===== src/rtl/hit_roll_unit_pkg.sv =====
`default_nettype none
// ============================================================================
// Module   : hit_roll_unit_pkg
// Purpose  : Shared game types and constants. Used by the hit roll unit and
//            by the other LFSR consumers (opponent and level generators).
// Revision : 1.0  initial release
// ============================================================================
package hit_roll_unit_pkg;

  // Width of a roll value and of a percentage value
  localparam int ROLL_W        = 7;
  // Default exclusive upper bound of a roll
  localparam int RANGE_DEFAULT = 100;

  // Hit chance expressed in units of the roll range
  typedef logic [ROLL_W-1:0] pct_t;

  // Roll sequencer states
  typedef enum logic [1:0] {
    ST_IDLE   = 2'd0,
    ST_SAMPLE = 2'd1,
    ST_DONE   = 2'd2
  } state_t;

endpackage : hit_roll_unit_pkg
`default_nettype wire


===== src/rtl/hit_roll_unit_rng_sample_filter.sv =====
`default_nettype none
// ============================================================================
// Module   : rng_sample_filter
// Purpose  : Combinational helper. Folds the 16-bit LFSR state into a 7-bit
//            sample, flags whether that sample lies inside the roll range,
//            and provides the folded-down fallback value for rejected samples.
// Revision : 1.0  initial release
// ============================================================================
module rng_sample_filter
  import hit_roll_unit_pkg::*;
#(
  parameter int RANGE = RANGE_DEFAULT
) (
  input  logic [15:0]       i_rng,
  output logic [ROLL_W-1:0] o_samp,
  output logic              o_accept,
  output logic [ROLL_W-1:0] o_fallback
);

  // Gap between the raw 7-bit space and the roll range
  localparam logic [ROLL_W-1:0] c_OFFSET = ROLL_W'(128 - RANGE);
  // Range held one bit wider so RANGE=128 is representable
  localparam logic [ROLL_W:0]   c_RANGE  = (ROLL_W + 1)'(RANGE);

  // Bits 8:7 do not take part in the fold
  logic w_unused_bits;
  assign w_unused_bits = ^i_rng[8:7];

  // Fold the two 7-bit fields so consecutive shift states decorrelate
  always_comb begin
    o_samp     = i_rng[6:0] ^ i_rng[15:9];
    o_accept   = ({1'b0, o_samp} < c_RANGE);
    // Only consumed when the sample was rejected, so it never underflows
    o_fallback = o_samp - c_OFFSET;
  end

endmodule : rng_sample_filter
`default_nettype wire


===== src/rtl/hit_roll_unit.sv =====
`default_nettype none
// ============================================================================
// Module   : hit_roll_unit
// Purpose  : Turns the free-running LFSR value into one hit/miss decision
//            against a requested hit rate. The roll is drawn by rejection
//            sampling with bounded retries, and the result is returned
//            through a req/done handshake.
// Revision : 1.0  initial release
// ============================================================================
module hit_roll_unit
  import hit_roll_unit_pkg::*;
#(
  parameter int RANGE     = RANGE_DEFAULT,
  parameter int MAX_TRIES = 4
) (
  input  logic              clk,
  input  logic              reset,
  input  logic [15:0]       rng,
  input  logic              req,
  input  pct_t              hit_pct,
  output logic              busy,
  output logic              done,
  output logic              hit,
  output logic [ROLL_W-1:0] roll
);

  localparam logic [3:0]        c_LAST_TRY = 4'(MAX_TRIES - 1);
  localparam logic [ROLL_W:0]   c_RANGE    = (ROLL_W + 1)'(RANGE);

  state_t              r_state;
  logic [3:0]          r_tries;
  logic [ROLL_W:0]     r_pct;      // one bit wider so a saturated RANGE=128 fits
  logic                r_busy;
  logic                r_done;
  logic                r_hit;
  logic [ROLL_W-1:0]   r_roll;

  logic [ROLL_W-1:0]   w_samp;
  logic                w_accept;
  logic [ROLL_W-1:0]   w_fallback;
  logic [ROLL_W-1:0]   w_final;
  logic [ROLL_W:0]     w_pct_sat;
  logic                w_finish;

  rng_sample_filter #(
    .RANGE (RANGE)
  ) u_filter (
    .i_rng      (rng),
    .o_samp     (w_samp),
    .o_accept   (w_accept),
    .o_fallback (w_fallback)
  );

  // Saturate the requested rate, pick the final roll, and decide when sampling ends
  always_comb begin
    w_pct_sat = ({1'b0, hit_pct} > c_RANGE) ? c_RANGE : {1'b0, hit_pct};
    w_final   = w_accept ? w_samp : w_fallback;
    w_finish  = w_accept || (r_tries == c_LAST_TRY);
  end

  // Roll sequencer with registered handshake and result outputs
  always_ff @(posedge clk) begin
    if (reset) begin
      r_state <= ST_IDLE;
      r_tries <= '0;
      r_pct   <= '0;
      r_busy  <= 1'b0;
      r_done  <= 1'b0;
      r_hit   <= 1'b0;
      r_roll  <= '0;
    end else begin
      case (r_state)
        ST_IDLE: begin
          r_done <= 1'b0;
          if (req) begin
            r_pct   <= w_pct_sat;
            r_tries <= '0;
            r_busy  <= 1'b1;
            r_state <= ST_SAMPLE;
          end
        end
        ST_SAMPLE: begin
          if (w_finish) begin
            r_roll  <= w_final;
            r_hit   <= ({1'b0, w_final} < r_pct);
            r_done  <= 1'b1;
            r_busy  <= 1'b0;
            r_state <= ST_DONE;
          end else begin
            r_tries <= r_tries + 4'd1;
          end
        end
        ST_DONE: begin
          // Single-cycle result strobe; requests here are dropped
          r_done  <= 1'b0;
          r_state <= ST_IDLE;
        end
        default: begin
          r_busy  <= 1'b0;
          r_done  <= 1'b0;
          r_state <= ST_IDLE;
        end
      endcase
    end
  end

  assign busy = r_busy;
  assign done = r_done;
  assign hit  = r_hit;
  assign roll = r_roll;

endmodule : hit_roll_unit
`default_nettype wire

===== config.mk =====
export PLATFORM = sky130hd
export DESIGN_NAME = hit_roll_unit
export DESIGN_NICKNAME = d
export VERILOG_FILES = /design/src/rtl/hit_roll_unit_pkg.sv /design/src/rtl/hit_roll_unit_rng_sample_filter.sv /design/src/rtl/hit_roll_unit.sv
export SDC_FILE = /design/constraint.sdc
export NUM_CORES = 1
export LEC_CHECK = 0
export CORE_MARGIN = 2
export CORE_UTILIZATION = 35
export DETAILED_ROUTE_END_ITERATION = 10
export GPL_ROUTABILITY_DRIVEN = 0
export MAX_ROUTING_LAYER = met4
export SYNTH_ARGS = -nofsm -noshare
export SYNTH_HDL_FRONTEND = slang
export SYNTH_SLANG_ARGS = --single-unit
export TNS_END_PERCENT = 10

===== constraint.sdc =====
create_clock -name clk -period 2.2 [get_ports clk]
set_input_delay 0.66 -clock clk [delete_from_list [all_inputs] [get_ports clk]]
set_output_delay 0.66 -clock clk [all_outputs]
set_load 0.05 [all_outputs]

After elaboration in Yosys (flattened, before gate mapping)
Cells that the tools add are included.

Add/subtract/negate cells: 2. Bitwise operators: 3. Mux-type cells: 11. Equality and inequality tests: 6. Reduce and logical (&&, ||, !) cells: 9. Order comparisons: 3.

Operator list (count): 2-to-1 mux 7 bit (2); < comparator 7 x 8 -> 1 bit (1); 2-to-1 mux 4 bit (2); one-hot mux 4 bit (2 select lines) (1); > comparator 7 bit, second input constant (1); < comparator 7 bit, second input constant (1); subtractor 7 x 5 -> 7 bit, second input constant (1); bitwise XOR 7 bit (1); inequality test 2 bit, second input constant (3); AND reduction 2 bit (3); AND reduction 3 bit (2); adder 4 x 1 -> 4 bit, second input constant (1); equality test 4 x 2 -> 1 bit, second input constant (1); 2-to-1 mux 2 bit (2); one-hot mux 2 bit (2 select lines) (1); one-hot mux 1 bit (3 select lines) (1); equality test 2 x 1 -> 1 bit, second input constant (1); equality test 2 bit, second input constant (1); logical NOT 2 bit (1); 2-to-1 mux 1 bit (2); NOT 1 bit (2); nonzero test 2 bit (1); OR reduction 2 bit (1); logical OR 1 bit (1).

Register bits: 24. Output and inout port bits: 10. Input bits: 26.

Logic depth before layout (Yosys ltp)
Gate-level depths: netlist (run 1).

Depth after elaboration: 5. Depth in mapped cells: 11.

Cells and area by module
A second synthesis (run 1) with hierarchy kept.

Cells, all modules: 140. Area total of the unflattened synthesis: 1275.0 um2.

By module, submodules not included: hit_roll_unit (sequential area each 460.4 um2, times used 1, cells an instance 122, area each 1122.3 um2); rng_sample_filter (sequential area each 0.0 um2, times used 1, cells an instance 18, area each 152.6 um2).

Least setup slack after synthesis (run 1)
OpenSTA, ideal clock, no wires.

Kind: input port to flip-flop. From: input port rng[11]. To: register r_hit (netlist: hit). Stages: 10. Library setup time: 0.079 ns. Data arrival time: 2.281 ns. Required time: 2.121 ns. Slack: -0.160 ns. Cells stage by stage: xnor2_1 -> inv_2 -> ha_1 -> nand3_1 -> a2bb2oi_1 -> inv_1 -> ha_1 -> o2111ai_1 -> a21oi_1 -> o211ai_1.

Word-level cells in the longest chain between the ends: 4. Elaborated cells between the ends (all ways): 7.

RTL lines: from (decl) (RTL line hit_roll_unit.sv:18) `input logic [15:0] rng,`; bitwise XOR 7 bit (*) (RTL line hit_roll_unit_rng_sample_filter.sv:31) `o_samp = i_rng[6:0] ^ i_rng[15:9];`; subtractor 7 x 5 -> 7 bit / < comparator 7 bit (equally long branches) (RTL line hit_roll_unit_rng_sample_filter.sv:34, hit_roll_unit_rng_sample_filter.sv:32); 2-to-1 mux 7 bit (*) (RTL line hit_roll_unit.sv:57) `w_final = w_accept ? w_samp : w_fallback;`; net w_final[3] (RTL line hit_roll_unit.sv:41) `logic [ROLL_W-1:0] w_final;`; < comparator 7 x 8 -> 1 bit (*) (RTL line hit_roll_unit.sv:85) `r_hit <= ({1'b0, w_final} < r_pct);`; to (signal assigned) (RTL line hit_roll_unit.sv:85); to (decl) (RTL line hit_roll_unit.sv:35) `logic r_hit;`.

The timed path passes the listed nets; every way through them passes the cells marked *. A chain may end at the register's enable or synchronous reset.

Final worst setup path (run 1)
From: input port rng[3]. To: register r_hit (netlist: hit).

Same word-level chain as after synthesis.

==> metrics.sh, run 1 <==
OUTCOME='completed'
FINAL_LAYOUT_SIZE_SUFFIX_GT1_SHARE_PCT=30.0
SYNTHXORXNORAREAFRAC_PCT=6.82
SYNTH.AVG_CELL_AREA_UM2=8.23
SYNTH-SIMPLE-AREA-SHARE_PCT=23.4
TRITONCTS_NUM_SINKS=23
SYNTH_COMPOUND_GATE_AREA_SHARE_PCT=20.4
GRT_PASS1_WL_UM=5750
SLOWEST_DELAY_PS=290
SYN-INSTANCE-COUNT=167
TOP_LAYER='met4'
FINAL_CELL_AREA_MM2=0.00219
FILLERS=334
COUNT_OF_STATE_ELEMENTS_AFTER_SYNTHESIS=23
YS.WARNINGS.COUNT=0
INSERTEDDIODECOUNT=0
FF2FF_PATH_DEPTH=5
INTERNAL_POWER_mW=0.817
REG_POWER_SHARE_PCT=37.6
GRT_USAGE_PCT=17.4
POWER.COMBINATIONAL.FRACTION_PCT=40.8
IOPINCOUNT=36
CLOCKROOTBUFFER='sky130_fd_sc_hd__clkbuf_8'
CRIT_FANOUT=3
LAYOUT-AREA-OVERHEAD-VS-SYNTH_PCT=59.4
WORST_HOLD_SLACK_PS=460
SYNTH_TOP_FAMILY_BY_AREA='simple AND/OR/NAND/NOR gates'
TIMING.FINAL.SETUP_VIOLATIONS=0
WORST-ENDPOINT-REQUIRED_PS=2390
DETAIL_ROUTE.WIRELENGTH_UM=3640
SYNTH_CELL_TYPE_COUNT=38
DIE_W_UM=66.7
CORE_AREA_MM2=0.00372
POWER.SWITCHING_mW=0.397
HOLDCRITPATHCLASS='register to register'
DRCVIOLATIONCOUNT=0
PLACE_AREA_MM2=0.00199
WL_MET2_UM=1890
FINAL_COUNT_OF_HOLD_TIMING_VIOLATIONS=0
STARTING_DENSITY_OF_THE_CORE_PCT=37.0
LAYOUT.AREA.SEQ_UM2=460
VIA_PER_INST=5.10
PWR_DENSITY_CELL_mW_PER_MM2=554
SYNTHESIZED_CELL_AREA_MM2=0.00138
CRITPATHLAUNCH='rng[3]'
SYNTH_ASYNC_SR_FLOP_SHARE_PCT=0
SETUP.WORST_PATH.END='hit'
WORST_PATH_MAX_DELAY_CELL='sky130_fd_sc_hd__ha_1'
ROWS=22
FINAL.MIN_CLOCK_PERIOD_PS=2190
TRITONCTS='done'
POST_DRT_WL_PER_CELL_UM=13.0
START_KIND='input pin'
MAX-SLEW-MARGIN-REL_PCT=59.5
SYNTH.YOSYS.SEQ_AREA_SHARE_PCT=33.5
ROUTED-VIA-COUNT=1434
GRT_REMAINING_OVERFLOW=0
FINCLKSKEW_PS=1.30
CLKPWRFRAC_PCT=21.6
CRIT_PATH_CELL_TRACE='buf_8, xnor2_4, inv_4, nor3_4, buf_4, a2bb2oi_2, inv_1, ha_1, o2111ai_1, a21oi_1, o211ai_1'
SYNTH_EDF_COUNT=0
CRITICAL_PATH_ARRIVAL_PS=2390
MAX_SLEW.WORST_PIN.SLEW_PS=607
TOTAL_POWER_mW=1.21
CLOCK.FMAX_MHz=456
SYNTH-ADDER-AREA-SHARE_PCT=7.28
SYNTH_FP_NETS=201
R2R-END='roll[4]'
SYNTHMUXAREASHARE_PCT=2.91
CRITICAL_PATH.REG2REG.STARTPOINT='r_tries[0]'
CTS_MAX_PATH_BUFFERS=2
PORT_BUFFERS=33
CTSHTREEMAXLEVEL=1
SWITCHING_PART_OF_THE_TOTAL_POWER_PCT=32.7
DIE_HEIGHT_UM=66.7
TIMING.FINAL.MAX_SLEW_VIOLATIONS=0
WL_MET1_UM=1540
ANTENNA_LEFT=0
MET3_LENGTH_UM=178
GRT_MAX_DEGREE=23
MAX_CAP_VIOL=0
ANTENNA_FOUND_INITIAL=0
FIRST_GLOBAL_VIAS=1304
WORST_SETUP_HOLD_PATH_CLK_SLEW_PS=80
R2R_SETUP_SLACK_PS=400
TIMING_WORST_SETUP_PATH_TYPE='input pin to register'
VDD_IR_DROP_MAX_mV=0.336
DOMINANTREGCELLSYNTH='sky130_fd_sc_hd__dfxtp_1'
CP-END-KIND='register'
CLOCK_INSERTION_DELAY_WORST_SKEW_PS=260
DRT_ITER0_MARKERS=61
LEAKAGE_nW=0.882
CTS_INSERTED_BUFFERS=3
FLOORPLAN.DIE_AREA_MM2=0.00445
CTS.HOLD.BUFFERS_ADDED=0
POST-ROUTE-PERIOD-UTIL_PCT=99.7
MULTI_INPUT_COMB_AREA_MM2=0.00100
NNETSFINAL=268
DETAIL_ROUTE.FIRST_PASS.ITERATIONS=4
HPWL_AFTER_DETAILED_PLACEMENT_UM=2690
-- power by group through the flow --
stage                     Sequential, mW  Combinational, mW  Clock, mW
final                              0.457              0.495      0.262
after global routing               0.460              0.534      0.294
after CTS                          0.457              0.461      0.272
after detailed placement           0.467              0.419          0
after global placement             0.465              0.411          0
after floorplan                    0.516              0.184          0
-- layer usage --
metal | global-route usage, % | up-vias
li1 | - | 716
met4 | 4.34 | 0
met3 | 4.56 | 4
met1 | 20.3 | 680
met2 | 29.6 | 34
met5 | - | -
-- synthesized netlist by cell type (3+ instances only) --
cell	count	area, um^2
sky130_fd_sc_hd__a21oi_1	13	65.1
sky130_fd_sc_hd__clkbuf_1	6	22.5
sky130_fd_sc_hd__dfxtp_1	23	460
sky130_fd_sc_hd__ha_1	8	100
sky130_fd_sc_hd__inv_1	13	48.8
sky130_fd_sc_hd__mux2i_1	4	40.0
sky130_fd_sc_hd__nand2_1	17	63.8
sky130_fd_sc_hd__nand2b_1	7	43.8
sky130_fd_sc_hd__nand3_1	15	75.1
sky130_fd_sc_hd__nor2_1	7	26.3
sky130_fd_sc_hd__nor2b_1	8	50.1
sky130_fd_sc_hd__nor3_1	3	15.0
sky130_fd_sc_hd__o211ai_1	7	52.6
sky130_fd_sc_hd__xnor2_1	4	35.0
sky130_fd_sc_hd__xor2_1	3	26.3
-- cell usage in the layout, fill, tap and decap left out, drive strengths merged, types with 8 or more instances in the layout --
cell type,instances
buf,42
dfxtp,23
clkdlybuf4s50,23
nand2,17
nand3,15
inv,15
a21oi,13
nor2b,8
ha,8
-- kinds of logic after synthesis --
group	count (synthesis)
multiplexers	4
AO/OA/AOI/OAI	38
XOR/XNOR	9
AND/OR/NAND/NOR	64
adder cells (fa/ha/maj)	8
flip-flops	23
buffers and inverters	21
-- per-stage QoR --
stage                     utilization [%]  worst slack, ps  setup TNS, ps  instances
after floorplan                         -             7.49              0        167
after global placement               53.7             -587          -4700        265
after detailed placement             53.7             -679          -5210        265
after CTS                            57.7             2.03              0        278
after global routing                 59.0            -85.7          -85.7        281
final                                59.0             6.92              0        281
-- critical path, delay by kind of cell --
kind / cells / cell delay (ps)
XOR/XNOR: 1 / 220
AND/OR/NAND/NOR: 1 / 260
adder cells (fa/ha/maj): 1 / 290
AO/OA/AOI/OAI: 4 / 570
buffers and inverters: 4 / 400
-- timing repair --
| action | CTS | global route |
|---|---|---|
| setup endpoints to repair | 11 | 2 |
| pin swaps | 8 | 13 |
| resized for setup | 34 | 21 |
| setup buffers | 9 | 3 |
-- flip-flops by register name, summed over array words and instances (netlist names) --
register	flops
hit	1
busy	1
r_pct	7
r_state	2
roll	7
done	1
r_tries	4
-- worst min path at each step --
stage | endpoint | start | cells past startpoint | slack (ps)
finish | r_pct[3] | r_pct[3] | 2 | 460
global route | r_pct[5] | r_pct[5] | 2 | 490
CTS | r_pct[3] | r_pct[3] | 2 | 460
detailed placement | r_pct[3] | r_pct[3] | 2 | 450
global placement | r_pct[3] | r_pct[3] | 2 | 440
floorplan | r_pct[1] | r_pct[1] | 2 | 430
-- layout make-up --
cell class	count	area share (%)
Sequential cell	23	21.0
Inverter	15	2.68
Timing Repair Buffer	68	25.9
Clock buffer	4	2.05
Tap cell	48	2.74
Multi-Input combinational cell	123	45.7
Note: power is estimated with default switching activity, not from simulation.
==> run 2: changes to the inputs <==
--- a/config.mk
+++ b/config.mk
@@ -7,9 +7,11 @@
 export LEC_CHECK = 0
 export CORE_MARGIN = 2
 export CORE_UTILIZATION = 35
+export CTS_CLUSTER_DIAMETER = 120
 export DETAILED_ROUTE_END_ITERATION = 10
 export GPL_ROUTABILITY_DRIVEN = 0
 export MAX_ROUTING_LAYER = met4
+export PLACE_DENSITY_LB_ADDON = 0.05
 export SYNTH_ARGS = -nofsm -noshare
 export SYNTH_HDL_FRONTEND = slang
 export SYNTH_SLANG_ARGS = --single-unit
==> run 2 against run 1 <==
The flow now finishes with violations (negative setup slack). Cell count is the same. Sequential power is essentially flat. Register-to-register slack gained 20 ps. Clock skew grew 6.6 ps. Maximum frequency shrank 0.41%. Via count shrank 0.49%. Die area is the same. Flip-flop and latch count is the same. Total power grew 3.6%. Largest cell class unchanged. Largest power group unchanged. Highest routed layer unchanged.
==> metrics.sh, run 2 (synthesized netlist as in run 1, its figures left out) <==
OUTCOME='complete, but fails checks'
VIOLATIONS='negative setup slack'
DIE_W_UM=66.7  # unchanged
LAYOUT-AREA-OVERHEAD-VS-SYNTH_PCT=63.9
CTS_INSERTED_BUFFERS=3  # unchanged
RSZ_0062_RAISED_AFTER_GLOBAL_ROUTING='yes'
CRITICAL_PATH_ARRIVAL_PS=2400  # about the same
FF2FF_PATH_DEPTH=5  # unchanged
TIMING.FINAL.SETUP_VIOLATIONS=1  # +1
TIMING_WORST_SETUP_PATH_TYPE='input pin to register'
LEAKAGE_nW=0.891  # +1.1%
WORST_PATH_MOST_REPEATED_CELL='sky130_fd_sc_hd__o211ai_1'
CTSHTREEMAXLEVEL=1  # unchanged
TIMING.FINAL.MAX_SLEW_VIOLATIONS=0  # unchanged
FINAL_COUNT_OF_HOLD_TIMING_VIOLATIONS=0  # unchanged
VDD_IR_DROP_MAX_mV=0.394  # +17%
TRITONCTS_NUM_SINKS=23  # unchanged
DIE_HEIGHT_UM=66.7  # unchanged
CTS_MAX_PATH_BUFFERS=2  # unchanged
INSERTEDDIODECOUNT=0  # unchanged
FINAL_LAYOUT_SIZE_SUFFIX_GT1_SHARE_PCT=33.0  # +3.0 points
HPWL_AFTER_DETAILED_PLACEMENT_UM=2660  # -0.85%
FINCLKSKEW_PS=7.89  # +6.59 ps
FINAL.MIN_CLOCK_PERIOD_PS=2200  # +9.09 ps
MAX_SLEW.WORST_PIN.SLEW_PS=551  # -55.3 ps
DETAIL_ROUTE.WIRELENGTH_UM=3830  # +5.3%
DETAIL_ROUTE.FIRST_PASS.ITERATIONS=4  # unchanged
ANTENNA_FOUND_INITIAL=0  # unchanged
GRT_PASS1_WL_UM=5910  # +2.9%
IOPINCOUNT=36  # unchanged
WORST_SETUP_HOLD_PATH_CLK_SLEW_PS=90  # about the same
GRT_MAX_DEGREE=23  # unchanged
CLOCK.FMAX_MHz=454  # -0.41%
NNETSFINAL=268  # unchanged
CRIT_FANOUT=3  # unchanged
SETUP_SLACK_PS=-2.17  # -9.09 ps
LAYOUT.CELLS.MOST_COMMON='sky130_fd_sc_hd__buf_4'
PORT_BUFFERS=33  # unchanged
ROWS=22  # unchanged
WORST-ENDPOINT-REQUIRED_PS=2400  # about the same
FINAL_CORE_UTIL_PCT=60.6  # +1.6 points
FILLERS=322  # -3.6%
CORE_AREA_MM2=0.00372  # unchanged
ROUTED-VIA-COUNT=1427  # -0.49%
FLOORPLAN.DIE_AREA_MM2=0.00445  # unchanged
MOST-COMMON-LAYOUT-CELLS='sky130_fd_sc_hd__buf_4 (32), sky130_fd_sc_hd__dfxtp_1 (23), sky130_fd_sc_hd__clkdlybuf4s50_1 (23), sky130_fd_sc_hd__nand2_1 (16), sky130_fd_sc_hd__nand3_1 (13)'
MAX_CAP_VIOL=0  # unchanged
WORSTHOLDPATHCELLS=2  # unchanged
DRCVIOLATIONCOUNT=0  # unchanged
POST-ROUTE-PERIOD-UTIL_PCT=100  # +0.41 points
ANTENNA_LEFT=0  # unchanged
WORST_PATH_MAX_DELAY_CELL='sky130_fd_sc_hd__mux2i_2'
CRIT_PATH_CELL_COUNT=12  # +1
SLOWEST_DELAY_PS=260  # -30 ps
HOLDCRITPATHCLASS='register to register'
CTS.HOLD.BUFFERS_ADDED=0  # unchanged
CP-END-KIND='register'
DRT_ITER0_MARKERS=72  # +18%
PWR_DENSITY_CELL_mW_PER_MM2=558  # +0.77%
CLOCKROOTBUFFER='sky130_fd_sc_hd__clkbuf_8'
POST_DRT_WL_PER_CELL_UM=13.6  # +5.3%
CRITPATHTOPFAMILY='compound AO/OA/AOI/OAI gates'
FIRST_GLOBAL_VIAS=1387  # +6.4%
CRIT_PATH_CELL_TRACE='buf_8, xnor2_4, inv_2, ha_4, nand3_2, mux2i_2, inv_1, ha_2, a21o_1, a21oi_2, o211ai_1, o211ai_1'
GRT_REMAINING_OVERFLOW=0  # unchanged
GRT_USAGE_PCT=17.8  # +0.42 points
CRITICAL_PATH_BUF_INV_COUNT=3  # -1
CLOCK_INSERTION_DELAY_WORST_SKEW_PS=270  # about the same
STARTING_DENSITY_OF_THE_CORE_PCT=37.0  # unchanged
START_KIND='input pin'
TRITONCTS='done'
MAX-SLEW-MARGIN-REL_PCT=63.2  # +3.7 points
TOTAL_POWER_mW=1.26  # +3.6%
VIA_PER_INST=5.08  # -0.49%
==> run 2: layout make-up <==
type,count,area (um^2),share of cell area (%)
clock buffer,3,41.3,1.83
clock inverter,1,5.00,0.222
inverter,15,56.3,2.50
multi-input combinational,123,1040,46.1
sequential,23,460,20.4
tap,48,60.1,2.67
timing repair buffer,68,592,26.3
==> run 2: metrics by stage <==
| step | worst slack (ps) | instances | TNS [ps] | instance area [um^2] | hold slack [ps] |
|---|---|---|---|---|---|
| final | -2.17 | 281 | -2.17 | 2250 | 456 |
| after global routing | -84.3 | 281 | -84.3 | 2250 | 491 |
| after CTS | 16.3 | 274 | 0 | 2100 | 459 |
| after detailed placement | -691 | 265 | -4840 | 1990 | 449 |
| after global placement | -612 | 265 | -4410 | 1990 | 447 |
| after floorplan | 7.49 | 167 | 0 | 1450 | 432 |
==> run 2: path summary, 6_finish.rpt <==
| path | start | endpoint | slack, ps |
|---|---|---|---|
| setup reg to reg | r_tries[0] | roll[5] | 420 |
| hold reg to reg | r_pct[3] | r_pct[3] | 460 |
| hold / removal | r_pct[3] | r_pct[3] | 460 |
| setup / recovery | rng[3] | hit | -2 |
==> run 2: what timing repair did <==
item                       in CTS  in global routing
setup buffers                   5                  8
pin swaps                       8                 18
setup endpoints to repair      10                  1
gates resized for setup        36                 34
==> run 2: metal layers <==
| metal | up-vias | part of all wire (%) | global-route usage [%] |
|---|---|---|---|
| met3 | 2 | 4.9 | 4.05 |
| met4 | 0 | 0.47 | 3.06 |
| met2 | 39 | 54 | 32.9 |
| li1 | 718 | - | - |
| met1 | 668 | 40 | 19.6 |
| met5 | - | 0 | - |
==> run 2: report_power, final <==
part	total (mW)	switching [mW]	internal [mW]	leakage [nW]
registers	0.457	0.0143	0.442	0.188
clock network	0.268	0.141	0.127	0.0255
logic	0.533	0.267	0.266	0.678
total	1.26	0.423	0.835	0.891
==> run 2: tightest hold or removal path: stages, from the launching register on <==
cell                      delay [ps]
sky130_fd_sc_hd__dfxtp_1         310
sky130_fd_sc_hd__nand2_1          50
sky130_fd_sc_hd__a21oi_1          50
